--- src/rtl/error_count_ctrl.sv ---
// Bit-error counter controlled by SPI command words. It counts DATA_IN/REF_IN
// mismatches over a window of valid bits and hands the result to the SPI transmitter.
module error_count_ctrl #(
    parameter int SYNC_STAGES = 2
) (
    input  logic        CLK,
    input  logic        RESET,
    input  logic        CHIP_SELECT,
    input  logic [15:0] spi_control_reg,
    input  logic        DATA_IN,
    input  logic        REF_IN,
    input  logic        DATA_VALID,
    output logic [15:0] ERROR_COUNT_reg,
    output logic        READY_new_data_to_miso,
    output logic        BUSY,
    output logic        OVERFLOW
);

    typedef enum logic [1:0] {ST_IDLE, ST_RUN, ST_DONE} state_t;
    typedef enum logic [3:0] {
        OP_START = 4'h1,
        OP_STOP  = 4'h2,
        OP_CLEAR = 4'h3,
        OP_SNAP  = 4'h4
    } opcode_t;

    state_t                 state, state_n;
    logic [SYNC_STAGES-1:0] cs_sync;
    logic                   cs_prev;
    logic                   cmd_strobe;
    logic [3:0]             opcode;
    logic [11:0]            argument;
    logic                   is_start, is_stop, is_clear, is_snap;
    logic                   mismatch;
    logic [15:0]            count, count_n;
    logic [11:0]            window, window_n;
    logic                   overflow_n;
    logic                   snap_load;
    logic [15:0]            snap_val;

    // Preset to 1 (idle-high CS) so that releasing reset produces no strobe.
    always_ff @(posedge CLK or posedge RESET) begin
        if (RESET) begin
            cs_sync <= '1;
            cs_prev <= 1'b1;
        end else begin
            // NOTE: sequential state uses non-blocking assignments so every flop
            // samples pre-edge values; blocking here would collapse the chain.
            cs_sync <= {cs_sync[SYNC_STAGES-2:0], CHIP_SELECT};
            cs_prev <= cs_sync[SYNC_STAGES-1];
        end
    end

    assign cmd_strobe = cs_sync[SYNC_STAGES-1] & ~cs_prev;
    assign opcode     = spi_control_reg[15:12];
    assign argument   = spi_control_reg[11:0];
    assign is_start   = cmd_strobe && (opcode == OP_START);
    assign is_stop    = cmd_strobe && (opcode == OP_STOP);
    assign is_clear   = cmd_strobe && (opcode == OP_CLEAR);
    assign is_snap    = cmd_strobe && (opcode == OP_SNAP);
    assign mismatch   = DATA_VALID && (DATA_IN != REF_IN);

    always_comb begin
        // NOTE: every signal gets a default first, so no path through the case
        // leaves one unassigned and no latch is inferred.
        state_n    = state;
        count_n    = count;
        window_n   = window;
        overflow_n = OVERFLOW;
        snap_load  = 1'b0;
        case (state)
            ST_IDLE, ST_DONE: begin
                if (state == ST_DONE) begin
                    state_n   = ST_IDLE;
                    snap_load = 1'b1;
                end
                if (is_start) begin
                    state_n    = ST_RUN;
                    count_n    = '0;
                    overflow_n = 1'b0;
                    window_n   = argument;
                end
            end
            ST_RUN: begin
                if (is_start) begin
                    count_n    = '0;
                    overflow_n = 1'b0;
                    window_n   = argument;
                end else begin
                    if (mismatch) begin
                        if (count == 16'hFFFF) overflow_n = 1'b1;
                        else                   count_n    = count + 16'd1;
                    end
                    // Window zero means free-running: only STOP ends the run.
                    if (DATA_VALID && (window != '0)) begin
                        window_n = window - 12'd1;
                        if (window == 12'd1) state_n = ST_DONE;
                    end
                    if (is_stop) state_n = ST_DONE;
                end
            end
            default: state_n = ST_IDLE;
        endcase
        if (is_clear) begin
            count_n    = '0;
            overflow_n = 1'b0;
        end
        if (is_snap) snap_load = 1'b1;
        // A snapshot includes this cycle's mismatch; the DONE load takes the final count.
        snap_val = is_snap ? count_n : count;
        BUSY     = (state == ST_RUN);
    end

    always_ff @(posedge CLK or posedge RESET) begin
        if (RESET) begin
            state                  <= ST_IDLE;
            count                  <= '0;
            window                 <= '0;
            OVERFLOW               <= 1'b0;
            ERROR_COUNT_reg        <= '0;
            READY_new_data_to_miso <= 1'b0;
        end else begin
            state    <= state_n;
            count    <= count_n;
            window   <= window_n;
            OVERFLOW <= overflow_n;
            if (snap_load) ERROR_COUNT_reg <= snap_val;
            // Loads on consecutive cycles still give a single-cycle pulse.
            READY_new_data_to_miso <= snap_load & ~READY_new_data_to_miso;
        end
    end

endmodule

--- config.mk ---
export PLATFORM = sky130hd
export DESIGN_NAME = error_count_ctrl
export DESIGN_NICKNAME = d
export VERILOG_FILES = /design/src/rtl/error_count_ctrl.sv
export SDC_FILE = /design/constraint.sdc
export NUM_CORES = 1
export LEC_CHECK = 0
export CAP_MARGIN = 10
export CORE_MARGIN = 5
export CORE_UTILIZATION = 37
export CTS_CLUSTER_DIAMETER = 120
export DETAILED_ROUTE_END_ITERATION = 16
export GPL_TIMING_DRIVEN = 0
export PLACE_DENSITY_LB_ADDON = 0.3
export SLEW_MARGIN = 10
export SYNTH_ARGS = -nofsm -noshare
export SYNTH_HDL_FRONTEND = slang
export SYNTH_SLANG_ARGS = --single-unit
--- constraint.sdc ---
create_clock -name CLK -period 4.2 [get_ports CLK]
set_input_delay 0.84 -clock CLK [delete_from_list [all_inputs] [get_ports CLK]]
set_output_delay 0.84 -clock CLK [all_outputs]
set_load 0.02 [all_outputs]
# [Yosys cells after proc, flatten, opt, wreduce, memory -nomap -nowiden]
# Cells that the tools add are included.
# W data, S select, Z words.
[word_totals] register_bits=51 in_bits=22 out_inout_bits=19
[op_classes] add_sub_neg=2 eq_ne=18 muxes=27 bitwise=4 n_reduce_logical=14
[ops] cell="$mux W16" n=6
[ops] cell="$mux W12" n=3
[ops] cell="$pmux W16 S2" n=1
[ops] cell="$pmux W12 S2" n=1
[ops] cell="$add A16 B1 Y16 const B" n=1
[ops] cell="$eq A16 B16 Y1 const B" n=1
[ops] cell="$eq A12 B1 Y1 const B" n=1
[ops] cell="$mux W2" n=6
[ops] cell="$reduce_bool A12 Y1" n=1
[ops] cell="$sub A12 B1 Y12 const B" n=1
[ops] cell="$ne A3 B1 Y1 const B" n=3
[ops] cell="$eq A4 B2 Y1 const B" n=2
[ops] cell="$mux W1" n=8
[ops] cell="$ne A4 B1 Y1 const B" n=2
[ops] cell="$reduce_and A4 Y1" n=2
[ops] cell="$logic_and A1 B1 Y1" n=6
[ops] cell="$ne A3 B3 Y1 const B" n=2
[ops] cell="$eq A4 B1 Y1 const B" n=1
[ops] cell="$eq A4 B3 Y1 const B" n=1
[ops] cell="$ne A2 B2 Y1 const B" n=2
[ops] cell="$pmux W2 S2" n=1
[ops] cell="$reduce_and A3 Y1" n=1
[ops] cell="$reduce_bool A3 Y1" n=1
[ops] cell="$and A1 B1 Y1" n=2
[ops] cell="8 further kinds" n=9

# [Depth between registers and ports, before layout]
[depth] word_depth=7 depth_mapped=9 mapped_depth_nobuf=7

# [Worst setup path after synthesis]
# Ideal clock, no wire load.
[synth_timing] path_kind="input to register" startpoint="in spi_control_reg[14]" endpoint="reg window[2]" setup_time_ns=0.129 arrival_ns=2.217 t_required_ns=4.071 slack_ns=1.854 cell_stages=6 path_cell_list="or4b_4 > o31ai_4 > o21ai_2 > buf_6 > o21ai_0 > o21ai_0"
[synth_between] elab_chain_len=4 elab_cells_between_ends=7
[synth_lines] element="from (decl)" line_no="9" text="input logic [15:0] spi_control_reg,"
[synth_lines] element="$eq A4 B1 Y1 (*)" line_no="57" text="assign is_start = cmd_strobe && (opcode == OP_START);"
[synth_lines] element="$logic_and A1 B1 Y1 (*)" line_no="57"
[synth_lines] element="$ne A3 B1 Y1 (no line), or another cell as far along"
[synth_lines] element="$reduce_and A3 Y1 (no line) or $pmux W12 S2 (tied branches)"
[synth_lines] element="to (signal assigned)" line_no="125" text="window <= window_n;"
[synth_lines] element="to (decl)" line_no="36" text="logic [11:0] window, window_n;"
# Every way passes the cells marked *; elsewhere a longest branch is shown, timed or not.
# A chain may end at the register's enable or synchronous reset.

# [Worst setup path after layout]
[layout_timing] startpoint="in spi_control_reg[14]" endpoint="reg ERROR_COUNT_reg[2]"
[layout_between] elab_chain_len=6 elab_cells_between_ends=12
[layout_lines] element="$eq A4 B1 Y1" line_no="57"
[layout_lines] element="$logic_and A1 B1 Y1" line_no="57"
[layout_lines] element="$mux W16, on equally long branches" line_no="85, 77"
[layout_lines] element="$pmux W16 S2" line_no="71" text="case (state)"
[layout_lines] element="$mux W16" line_no="104" text="if (is_clear) begin"
[layout_lines] element="$mux W16" line_no="110" text="snap_val = is_snap ? count_n : count;"
[layout_lines] element="to (signal assigned)" line_no="127" text="if (snap_load) ERROR_COUNT_reg <= snap_val;"
[layout_lines] element="to (decl)" line_no="13" text="output logic [15:0] ERROR_COUNT_reg,"
# Several ways; a longest one is shown, not always the timed one.

==> impl.org <==
** Placed design
- At the end of routability-driven placement, the weighted congestion stood at between 0.9 and 1.
- Worst setup slack after placement :: around 870 ps
- Summed over all nets, the half-perimeter wirelength after detailed placement is 7.66 mm.
- Port-buffer cells :: 39

** Synth
- The biggest area contributor in the post-synthesis netlist is dfrtp_1.
- Summed over its instances, the top area cell type makes up 35.8% of the synthesized netlist area.
- Count of flip-flops with a built-in enable after synthesis :: 0
- Synth Warn # :: 0
- After synthesis, flip-flops and latches occupy 38.1% of the total area.
- The synthesized design contains slightly above 50 register bits.
- Count of cell types in the netlist :: 76
- Synthesis handed over a netlist of between 300 and 400 instances.
- In this run the mean area of a mapped cell was between 8 and 9 um^2.
- For this run, the leading register cell type out of synthesis is dfrtp_1.
- In the post-synthesis netlist, the cell with the most instances is nand2_1.
- Most common library cells after synthesis :: 49 x nand2_1, 48 x dfrtp_1, 29 x nor2_1, 26 x a21oi_1, 25 x o21ai_0
- After synthesis, the share of flip-flops with an asynchronous set or reset is 100%.
- Main area contributors after synthesis :: dfrtp_1 36%, nand2_1 5.5%, a21oi_1 3.9%, o21ai_0 3.7%, nor2_1 3.2%
- Netlist area before placement :: ~3400 um^2
- The number of nets in the synthesized netlist is between 400 and 500.

** Die
- The floorplan step set the die width to approximately 110 um.
- Core Rows :: 34
- 41 I/O pins were placed.
- Vertical die dimension :: between 100 and 150 um
- Total Die Area :: ~11000 um^2
- CORE AREA :: slightly below 9000 um^2
- Starting utilization of the core area :: roughly two fifths

** Timing
- Actual transition at the worst max-transition pin :: 898 ps
- Dividing the final minimum period by the clock period gives around 70%.
- Maximum clock frequency :: 331 MHz
- After layout, the worst setup slack is between 1000 and 1500 ps.
- The worst path needs about 3000 ps of the cycle, external delays included.
- Final total negative setup slack :: 0 ps
- Setup violations remaining at the end of the flow were counted as 0.
- In this run the tightest slew margin relative to its limit is between 30% and 40%.
- Worst clock skew :: about 4.1 ps
- The number of hold-slack violations in the final timing report came to 0.
- Setup repair after global routing left no endpoint under its margin.
- Max-slew violation count :: 0

** Critical path
- CP Max Fanout :: 8
- Critical path arrival :: roughly 3200 ps
- STA puts the critical path data required time at between 4000 and 5000 ps.
- The setup path with the least slack is of type in -> reg.
- In this run the register-to-register setup slack is roughly 1700 ps.
- Crit end category :: register
- CP Launch Type :: primary input

** Clock tree
- Number of clock buffers inserted by TritonCTS :: 5
- Counting along the longest clock path gives a buffer depth of 2.
- Post-CTS timing repair inserted 0 buffers for setup.
- The clock net in this run drives a total of a little over 50 sinks.
- The H-tree was split into 2 levels.
- Clock latency of the later-clocked register in the worst-skew pair :: 310 ps
- Clock tree from TritonCTS :: built
- After clock tree synthesis, the flow added hold-fix buffers numbering 0.
- Number of instances resized during post-cts repair :: 0
- Worst-path clk slew :: about 100 ps
- In this run the clock root is driven by a clkbuf_8.

** Power and ir drop
- The internal power of the cells totals between 1 and 1.5 mW.
- The worst-case IR drop observed on VDD is between 300 and 400 uV.
- Clk pwr share :: between 10% and 20%
- Sequential Power Share :: 40.8%
- Combinational logic is responsible for 43.1% of the overall power.
- Net switching is a little over 40% of the power.
- Areal power density over the cells :: approximately 450 nW/um^2
- Net switching power figure :: around 0.74 mW
- Reported leakage power :: 1.58 nW
- Total power after layout :: roughly 1.8 mW

** Layout
- From synthesis to final layout, the design area changed by 19.0%.
- Area of the multi-input gates :: 1890 um^2
- Diode count :: 0
- At the end of the flow, the number of nets in the layout was 470.
- Fill cell instance count of the final layout :: ~860
- Share of layout cells above drive strength 1 :: 12.1%
- The sequential cells in the finished layout cover a total of around 1300 um^2.

** Global route
- The number of global-route vias before repair came to 3385.
- The number of antenna violations at the first check in global routing came to 0.
- Global-route wire length before repair :: 17.4 mm
- Total Routing Usage GR :: between 10% and 20%
- Pin count of the biggest net entering global routing :: 33
- GRT Residual Overflow :: 0

** Drt
- In the routed design, unresolved DRC markers number 0.
- Count of vias placed by the detailed router :: about 3300
- The count of nets left with antenna violations once routing finished came out at 0.
- Drt total wl :: between 10 and 15 mm
- Number of vias per cell :: 6.03
- Routed length per instance :: around 19 um
- The first TritonRoute pass finished after 5 iterations.
- Violation count after the first detailed-routing iteration :: approximately 250

** Flow run
- The tool flagged a number of max-cap violations equal to 0.

** Run status
- Run status :: finished clean

** Min path
- Type of the tightest min-delay check :: reg -> reg
-- through the flow --
step | cells | cell area [um^2] | hold slack (ps) | util (%)
2_1_floorplan | 398 | 3360 | 345 | -
3_3_place_gp | 545 | 3880 | 347 | 44.1
3_5_place_dp | 546 | 3910 | 347 | 44.4
4_1_cts | 554 | 4000 | 362 | 45.4
5_1_grt | 554 | 4000 | 369 | 45.4
6_report | 554 | 4000 | 362 | 45.4
-- placed cells by master, fill, tap and decap left out, types with 6 or more instances in the layout --
master and count:
a21oi_1 26, a22oi_1 6, a31oi_1 10, and2_1 6, and3_1 9, buf_2 9
clkbuf_1 9, clkdlybuf4s50_1 39, dfrtp_1 48, inv_1 9, nand2_1 49, nand3_1 16
nor2_1 29, nor3_1 13, nor4_1 11, o21ai_0 25, or3_1 7
-- critical path, cell delays in order --
cell,delay (ps)
clkdlybuf4s50_1,470
nor4b_2,720
and3_1,250
clkbuf_1,420
a311oi_1,170
o221ai_1,240
a211oi_1,100
-- cell families after synthesis --
logic type | share of synthesized area [%]
xor gates and xnor gates | 0.522
muxes | 0.968
AOI/OAI and AO/OA | 24.8
buffers and inverters | 5.62
DFF | 38.1
and+or+nand+nor | 28.8
adders and majority gates | 1.12
-- metal layers --
layer  vias to the layer above  GRT usage (%)  part of all wire, %
met3                        20           2.57                  6.3
met1                      1583           25.9                   44
met5                         -              0                    0
met2                       141           32.0                   48
met4                         0           6.00                  2.1
li1                       1598              -                    -
-- cell type report --
class | instances | area share [%]
multi-input cells | 309 | 47.3
flip-flops and latches | 51 | 32.0
repair buffers | 40 | 10.5
plain buffers | 26 | 3.60
well taps | 108 | 3.38
clock buffers | 5 | 1.72
inverters | 12 | 1.13
clock inverters | 3 | 0.376
-- worst paths after layout --
check                                                 end  cells after the start                 start
min in group asynchronous           window[2]$_DFFE_PP0P_                      2                 RESET
max in group asynchronous              count[5]$_DFF_PP0_                      3                 RESET
min reg2reg                          cs_sync[1]$_DFF_PP1_                      0  cs_sync[0]$_DFF_PP1_
max reg2reg                ERROR_COUNT_reg[2]$_DFFE_PP0N_                      6  cs_sync[1]$_DFF_PP1_
max                        ERROR_COUNT_reg[2]$_DFFE_PP0N_                      7   spi_control_reg[14]
min                                  cs_sync[1]$_DFF_PP1_                      0  cs_sync[0]$_DFF_PP1_
-- power groups by stage --
stage	logic (mW)	registers (mW)	clock network, mW
2_1_floorplan	0.443	0.770	0
3_3_place_gp	0.754	0.733	0
3_5_place_dp	0.769	0.737	0
4_1_cts	0.772	0.727	0.301
5_1_grt	0.852	0.749	0.312
6_report	0.770	0.728	0.288
Note: power is estimated with default switching activity, not from simulation.
